--- src/rtl/core_pkg.sv ---
`default_nettype none
// ============================================================================
//  Module      : core_pkg
//  Description : Shared types and constants for the core memory-port
//                arbitration logic: arbiter state, transaction owner and
//                the fixed byte-enable pattern used for instruction fetches.
//  Revision    : 1.0 - initial release
// ============================================================================
package core_pkg;

    // Arbiter state: idle, or one transaction outstanding for a given owner.
    typedef enum logic [1:0] {
        IDLE    = 2'd0,
        WAIT_IF = 2'd1,
        WAIT_LS = 2'd2
    } state_t;

    // Which requester wins the memory port this cycle.
    typedef enum logic [1:0] {
        OWN_NONE = 2'd0,
        OWN_IF   = 2'd1,
        OWN_LS   = 2'd2
    } owner_t;

    // Instruction fetches always read a full word.
    localparam logic [3:0] FETCH_BE = 4'hF;

endpackage : core_pkg
`default_nettype wire

--- src/rtl/imem_port_arbiter.sv ---
`default_nettype none
// ============================================================================
//  Module      : imem_port_arbiter
//  Description : Shares the single memory port between instruction fetch and
//                the load/store unit. LS normally wins; a starvation counter
//                hands fetch priority after STARVE_MAX denied cycles. One
//                transaction is tracked and its response routed to the owner.
//                Fetch responses made stale by a redirect are dropped.
//  Revision    : 1.0 - initial release
//
//  Ports
//    clk, rstn                     clock, synchronous active-low reset
//    if_req/if_addr/if_flush       fetch request, address, redirect
//    if_gnt/if_rvalid/if_rdata     fetch accept, response valid, data
//    ls_req/we/be/addr/wdata       load/store request
//    ls_gnt/ls_rvalid/ls_rdata     load/store accept, response valid, data
//    mem_req/we/be/addr/wdata      request to memory (muxed from winner)
//    mem_gnt/mem_rvalid/mem_rdata  memory accept, response valid, data
// ============================================================================
module imem_port_arbiter
    import core_pkg::*;
#(
    parameter int STARVE_MAX = 4
) (
    input  logic        clk,
    input  logic        rstn,
    input  logic        if_req,
    input  logic [31:0] if_addr,
    input  logic        if_flush,
    output logic        if_gnt,
    output logic        if_rvalid,
    output logic [31:0] if_rdata,
    input  logic        ls_req,
    input  logic        ls_we,
    input  logic [3:0]  ls_be,
    input  logic [31:0] ls_addr,
    input  logic [31:0] ls_wdata,
    output logic        ls_gnt,
    output logic        ls_rvalid,
    output logic [31:0] ls_rdata,
    output logic        mem_req,
    output logic        mem_we,
    output logic [3:0]  mem_be,
    output logic [31:0] mem_addr,
    output logic [31:0] mem_wdata,
    input  logic        mem_gnt,
    input  logic        mem_rvalid,
    input  logic [31:0] mem_rdata
);

    localparam int                 c_cnt_w      = $clog2(STARVE_MAX + 1);
    localparam logic [c_cnt_w-1:0] c_starve_max = c_cnt_w'(STARVE_MAX);

    state_t             r_state;
    state_t             w_state_nxt;
    logic               r_drop;
    logic               w_drop_nxt;
    logic [c_cnt_w-1:0] r_starve_cnt;
    logic [c_cnt_w-1:0] w_starve_nxt;
    owner_t             w_winner;
    logic               w_free;
    logic               w_if_elig;

    // The port can take a new request when idle, or in the same cycle the
    // outstanding response returns (back-to-back issue).
    assign w_free    = (r_state == IDLE) || mem_rvalid;
    assign w_if_elig = if_req && !if_flush;

    always_ff @(posedge clk) begin
        if (!rstn) begin
            r_state      <= IDLE;
            r_drop       <= 1'b0;
            r_starve_cnt <= '0;
        end else begin
            r_state      <= w_state_nxt;
            r_drop       <= w_drop_nxt;
            r_starve_cnt <= w_starve_nxt;
        end
    end

    always_comb begin
        w_winner     = OWN_NONE;
        w_state_nxt  = r_state;
        w_drop_nxt   = r_drop;
        w_starve_nxt = r_starve_cnt;
        if_gnt       = 1'b0;
        ls_gnt       = 1'b0;
        if_rvalid    = 1'b0;
        ls_rvalid    = 1'b0;
        if_rdata     = mem_rdata;
        ls_rdata     = mem_rdata;
        mem_req      = 1'b0;
        mem_we       = 1'b0;
        mem_be       = 4'h0;
        mem_addr     = 32'h0;
        mem_wdata    = 32'h0;

        // Arbitration: LS first until fetch has been starved long enough.
        if (w_free) begin
            if (ls_req && (r_starve_cnt < c_starve_max)) begin
                w_winner = OWN_LS;
            end else if (w_if_elig) begin
                w_winner = OWN_IF;
            end else if (ls_req) begin
                w_winner = OWN_LS;
            end
        end

        case (w_winner)
            OWN_IF: begin
                mem_req  = 1'b1;
                mem_be   = FETCH_BE;
                mem_addr = if_addr;
                if_gnt   = mem_gnt;
            end
            OWN_LS: begin
                mem_req   = 1'b1;
                mem_we    = ls_we;
                mem_be    = ls_be;
                mem_addr  = ls_addr;
                mem_wdata = ls_wdata;
                ls_gnt    = mem_gnt;
            end
            default: ;
        endcase

        // Response routing; a response seen in IDLE belongs to nobody.
        case (r_state)
            WAIT_IF: begin
                if_rvalid = mem_rvalid && !r_drop && !if_flush;
                if (mem_rvalid) begin
                    w_drop_nxt = 1'b0;
                end else if (if_flush) begin
                    w_drop_nxt = 1'b1;
                end
            end
            WAIT_LS: ls_rvalid = mem_rvalid;
            default: ;
        endcase

        if (if_gnt) begin
            w_state_nxt = WAIT_IF;
        end else if (ls_gnt) begin
            w_state_nxt = WAIT_LS;
        end else if ((r_state != IDLE) && mem_rvalid) begin
            w_state_nxt = IDLE;
        end

        // Count cycles fetch is ready but held off; saturate at the limit.
        if (if_gnt || !w_if_elig) begin
            w_starve_nxt = '0;
        end else if (r_starve_cnt < c_starve_max) begin
            w_starve_nxt = r_starve_cnt + 1'b1;
        end
    end

endmodule : imem_port_arbiter
`default_nettype wire

--- config.mk ---
export PLATFORM = sky130hd
export DESIGN_NAME = imem_port_arbiter
export DESIGN_NICKNAME = d
export VERILOG_FILES = /design/src/rtl/core_pkg.sv /design/src/rtl/imem_port_arbiter.sv
export SDC_FILE = /design/constraint.sdc
export NUM_CORES = 1
export LEC_CHECK = 0
export ABC_CLOCK_PERIOD_IN_PS = 4700
export CORE_AREA = 2 2 107 109
export CTS_CLUSTER_SIZE = 8
export DETAILED_ROUTE_END_ITERATION = 8
export DIE_AREA = 0 0 109 111
export HOLD_SLACK_MARGIN = 0.12
export PLACE_DENSITY = 0.69
export SYNTH_ARGS = -nofsm -noshare
export SYNTH_HDL_FRONTEND = slang
export SYNTH_SLANG_ARGS = --single-unit
--- constraint.sdc ---
create_clock -name clk -period 4.7 [get_ports clk]
set_clock_uncertainty 0.05 [all_clocks]
set_input_delay 1.175 -clock clk [delete_from_list [all_inputs] [get_ports clk]]
set_output_delay 1.175 -clock clk [all_outputs]
set_load 0.02 [all_outputs]
# After elaboration in Yosys (flattened, before gate mapping)
# Index checks and enable logic that the tools add are counted.
# totals
reg_bits	6
inputBits	140
out_inout_bits	138
word_cells	48
# classes
n_addsub	1
order_cmp	1
eq_ne	4
n_mux	18
bitwise_logic	1
reduce_logical	19
# op_table
cell	n
$pmux 32 s2	1
$mux 32	1
$mux 2	6
$mux 1	9
$pmux 4 s2	1
$reduce_bool 2->1	3
$reduce_or 2->1	3
$logic_and 1x1->1	5
$eq 2x1->1 const B	2
$eq 2x2->1 const B	2
$add 3x1->3 const B	1
$logic_not 1->1	3
$lt 3x3->1 const B	1
$reduce_bool 3->1	1
$logic_not 2->1	1
$logic_or 1x1->1	2
$reduce_and 2->1	1
$not 1->1	1

# Longest topological paths before layout
# Gate-level depths: netlist of run 1.
# logic_depth
ltp_word	9
mapped_depth	9
depth_no_buf	7

# Least setup slack after synthesis of run 1
# OpenSTA, ideal clock, no wires.
# synth_timing
path_kind	input to output
startpoint	input port if_req
endpoint	output port mem_addr[10]
arrival_time_ns	2.489
required_ns	3.475
setup_slack_ns	0.986
cell_stages	7
n_path_buf	2
path_cell_list	nor2b_1 -> nand2_1 -> and3_1 -> ha_1 -> buf_2 -> buf_2 -> nor2_1
# synth_between
elab_chain_len	6
elab_cells_between_ends	7
cone_classes	eq/ne: 2; mux: 4; reduce/logical: 1
# synth_rtl
item	line	text
start, declared	imem_port_arbiter.sv:27	input logic if_req,
$logic_and 1x1->1 *	imem_port_arbiter.sv:67	assign w_if_elig = if_req && !if_flush;
$mux 2 *	imem_port_arbiter.sv:102	end else if (w_if_elig) begin
$mux 2 *	imem_port_arbiter.sv:100	if (ls_req && (r_starve_cnt < c_starve_max)) begin
$mux 2 *	imem_port_arbiter.sv:99	if (w_free) begin
$eq 2x2->1 / $eq 2x1->1 (equally long branches)	imem_port_arbiter.sv:109	case (w_winner)
$pmux 32 s2 *	imem_port_arbiter.sv:109	
end, declared	imem_port_arbiter.sv:44	output logic [31:0] mem_addr,
# Every way passes the cells marked *; elsewhere a longest branch is shown, timed or not.

# Worst setup path in the final report of run 1
# layout_timing
startpoint	input port if_flush
endpoint	output port mem_addr[11]
# layout_between
elab_chain_len	7
elab_cells_between_ends	8
cone_classes	eq/ne: 2; mux: 4; reduce/logical: 2
# layout_rtl
item	line	text
start, declared	imem_port_arbiter.sv:29	input logic if_flush,
$logic_not 1->1 *	imem_port_arbiter.sv:67	
$logic_and 1x1->1 *	imem_port_arbiter.sv:67	
$mux 2 *	imem_port_arbiter.sv:102	
$mux 2 *	imem_port_arbiter.sv:100	
$mux 2 *	imem_port_arbiter.sv:99	
$eq 2x2->1 / $eq 2x1->1 (equally long branches)	imem_port_arbiter.sv:109	
$pmux 32 s2 *	imem_port_arbiter.sv:109	
# Marked as above.

==> results.toml, run 1 <==
[cells_and_area]
final.fill_count = 1196
num_antenna_cells = 0
nets = 484
multi_input_area_um2 = 809.5
seqCellArea_um2 = 120.1
utilization_pct = 28.16
layout-drive-gt1-share_pct = 5.310
syn_to_final_growth_pct = 103.7

[synthesis]
synth_fp_nets = 369
async_flop_share_pct = 0
yosys_warnings = 0
synth_common_cells = "buf_4, nor2_1, and2_1"
ys_seq_area_share_pct = 7.843
avgSynthCellArea_um2 = 6.776
synth_top_area_share_pct = 34.31
yosysMostFrequentCell = "buf_4"
synth.area.top_cells = "buf_4, a22oi_1, and2_1"
synth_area_um2 = 1531
synth_seq_cells = 6
synthDistinctLibCells = 25
synth-edff-count = 0
synth_cells = 226
synth_ff_type = "dfxtp_1"
yosys.area.top_type = "buf_4"

[routing]
drt-pass1-iter-count = 4
drt_iter0_markers = 62
totalWireLength_mm = 6.712
viasPerCell = 3.940
ant_nets = 0
vias = 1899
avgRoutedWirePerCell_um = 13.93
drc = 0

[setup_path]
cp.required_ns = 3.47
setup.worst_path.class = "in -> out"
cp_slowest_stage_delay_ns = 0.53
slowest_stage = "clkdlybuf4s50_1"
r2r-start = "r_state[0]$_SDFFE_PN0P_"
crit_fanout = 50
cp-end-kind = "output pin"
crit_path_start_kind = "primary input"
cp_common_cell = "clkdlybuf4s50_1"
r2r_cells = 9
timing.rr.end = "r_starve_cnt[0]$_SDFFE_PP0N_"
cp.arrival_ns = 3.31
rrSetupSlack_ns = 2.91
path_cells = "clkdlybuf4s50_1 -> nor2b_2 -> nand2_1 -> and3_1 -> ha_2 -> buf_12 -> a22oi_1 -> nor2_1 -> clkdlybuf4s50_1"

[clocking]
h-tree-depth = 1
cts.path.max_buffers = 2
cts.sinks = 6
cts_setup_buffers = 0
cts_tree = "yes"
root_buffer = "clkbuf_16"
cts_buffers = 3
clkSlewWorstSetupHoldPaths_ns = 0.03
clk_latency_ns = 0.23

[sta]
hold_slack_ns = 0.4595
finalMaxSlewViolations = 0
max_freq_mhz = 220.6
fin_tns_setup_ns = 0
finalCriticalPeriod_ns = 4.534
finalCritPeriodShare_pct = 96.46
setup_viol = 0
max_slew_margin_pct = 82.30
rsz0062_at_grt = "no"
worst_pin_slew_ns = 0.2647
final-hold-violation-count = 0

[power]
power.density_nw_per_um2 = 161.1
power.total_uw = 502.4
p_int_uw = 342.0
p_clk_share_pct = 27.4
power_switching_uw = 160.4
power.share.combinational_pct = 61.9
vdd_drop_max_mv = 0.1361
leakage_nw = 1.166
switching_share_pct = 31.93
power_frac_seq_pct = 10.7

[min_path]
holdPathEnd = "r_drop$_SDFFE_PN0P_"
hp-class = "reg -> reg"
hp-start = "r_drop$_SDFFE_PN0P_"
whs_path_depth = 2

[floorplanning]
initial_core_util_pct = 13.83
design.core.area_um2 = 11080
die_y_um = 111
die_area_um2 = 12100
core.rowCount = 39
die_w_um = 109
num_io_pins = 278

[global_routing]
grtUsageTotal_pct = 10.06
grt_max_degree = 51
grt_antenna_before_repair = 0
grt_pass1_vias = 1966
overflow = 0
grt_first_pass_wirelength_mm = 9.735

[placed_design]
post-dp-hpwl_mm = 5.485
place_congestion = 0.7958
io_buffers = 181

[outcome]
status = "finished clean"

[job]
drv_cap = 0
[placed cells by master, fill, tap and decap left out, types with 2 or more instances in the layout]
| cell | Yosys | layout |
|---|---|---|
| ha_1 | 3 | 2 |
| a22oi_1 | 32 | 32 |
| nand3_1 | 3 | 3 |
| clkdlybuf4s50_1 | 0 | 181 |
| dfxtp_1 | 6 | 6 |
| buf_12 | 0 | 3 |
| inv_1 | 5 | 5 |
| and3_1 | 2 | 2 |
| buf_4 | 70 | 6 |
| nand2_1 | 4 | 4 |
| and2_1 | 33 | 33 |
| clkbuf_16 | 0 | 3 |
| nor2_1 | 42 | 42 |
| a21oi_1 | 4 | 4 |
[worst max-delay path: cells and delay by family]
family                     cells  cell delay [ns]
buffers and inverters          3             1.16
and+or+nand+nor                4             0.51
AOI/OAI and AO/OA              1             0.23
adders and majority gates      1             0.20
[cell families (layout without fill, tap and decap cells)]
| logic type | Yosys count | count (layout) | synth area share, % |
|---|---|---|---|
| AND/OR/NAND/NOR | 90 | 90 | 29.66 |
| buffers and inverters | 85 | 198 | 39.62 |
| AO/OA/AOI/OAI | 40 | 40 | 19.20 |
| flip-flops | 6 | 6 | 7.843 |
| adder cells (fa/ha/maj) | 3 | 3 | 2.451 |
| XOR/XNOR | 1 | 1 | 0.5720 |
| multiplexers | 1 | 1 | 0.6536 |
[per-layer routing]
metal  GRT usage (%)  wire length [µm]  part of all wire, %
met5               0                 0                    0
met4           5.128               346                  5.2
met3           2.646               652                  9.7
met2           18.39              3324                   50
met1           10.26              2388                   36
[power groups by stage]
stage	Sequential (mW)	Combinational (mW)	Clock, mW
floorplan	0.0539	0.204	0
global placement	0.0541	0.307	0
detailed placement	0.0542	0.313	0
CTS	0.0535	0.315	0.138
global route	0.0536	0.331	0.141
finish	0.0535	0.311	0.138
[what timing repair did]
action                                  in CTS  in global routing
hold buffers                                 0                  0
hold endpoints to repair                     0                  0
gates resized for setup                      0                  1
endpoints found under the setup margin       0                 27
[area by class of cell]
cell class | instances | area share, %
Clock buffer | 3 | 2.407
Sequential cell | 6 | 3.851
Timing Repair Buffer | 190 | 61.45
Multi-Input combinational cell | 135 | 25.95
Tap cell | 143 | 5.736
Inverter | 5 | 0.6017
[flip-flops by register name (all words and copies together) (netlist names)]
name / cells
r_state: 2
r_drop: 1
r_starve_cnt: 3
[worst max-delay path by stage]
stage,startpoint,end,cells after the start
floorplan,if_req,mem_addr[10],7
global placement,if_req,mem_addr[11],9
detailed placement,if_flush,mem_addr[11],9
CTS,if_flush,mem_addr[11],9
global route,if_flush,mem_addr[16],9
finish,if_flush,mem_addr[11],9
[metrics by stage]
stage | cells | area [µm²] | setup slack [ns]
final | 482 | 3119 | 0.1665
after global routing | 482 | 3119 | 0.01002
after CTS | 482 | 3117 | 0.1149
after detailed placement | 479 | 3042 | 0.1163
after global placement | 479 | 3042 | 0.1119
after floorplan | 226 | 1531 | 0.9860
Note: power is estimated with default switching activity, not from simulation.
==> run 2, diff against run 1 <==
--- a/config.mk
+++ b/config.mk
@@ -7,6 +7,7 @@
 export LEC_CHECK = 0
 export ABC_CLOCK_PERIOD_IN_PS = 4700
 export CORE_AREA = 2 2 107 109
+export CTS_CLUSTER_DIAMETER = 150
 export CTS_CLUSTER_SIZE = 8
 export DETAILED_ROUTE_END_ITERATION = 8
 export DIE_AREA = 0 0 109 111
==> results of run 2 <==
Final layout, timing and power as in run 1 (identical DEF).
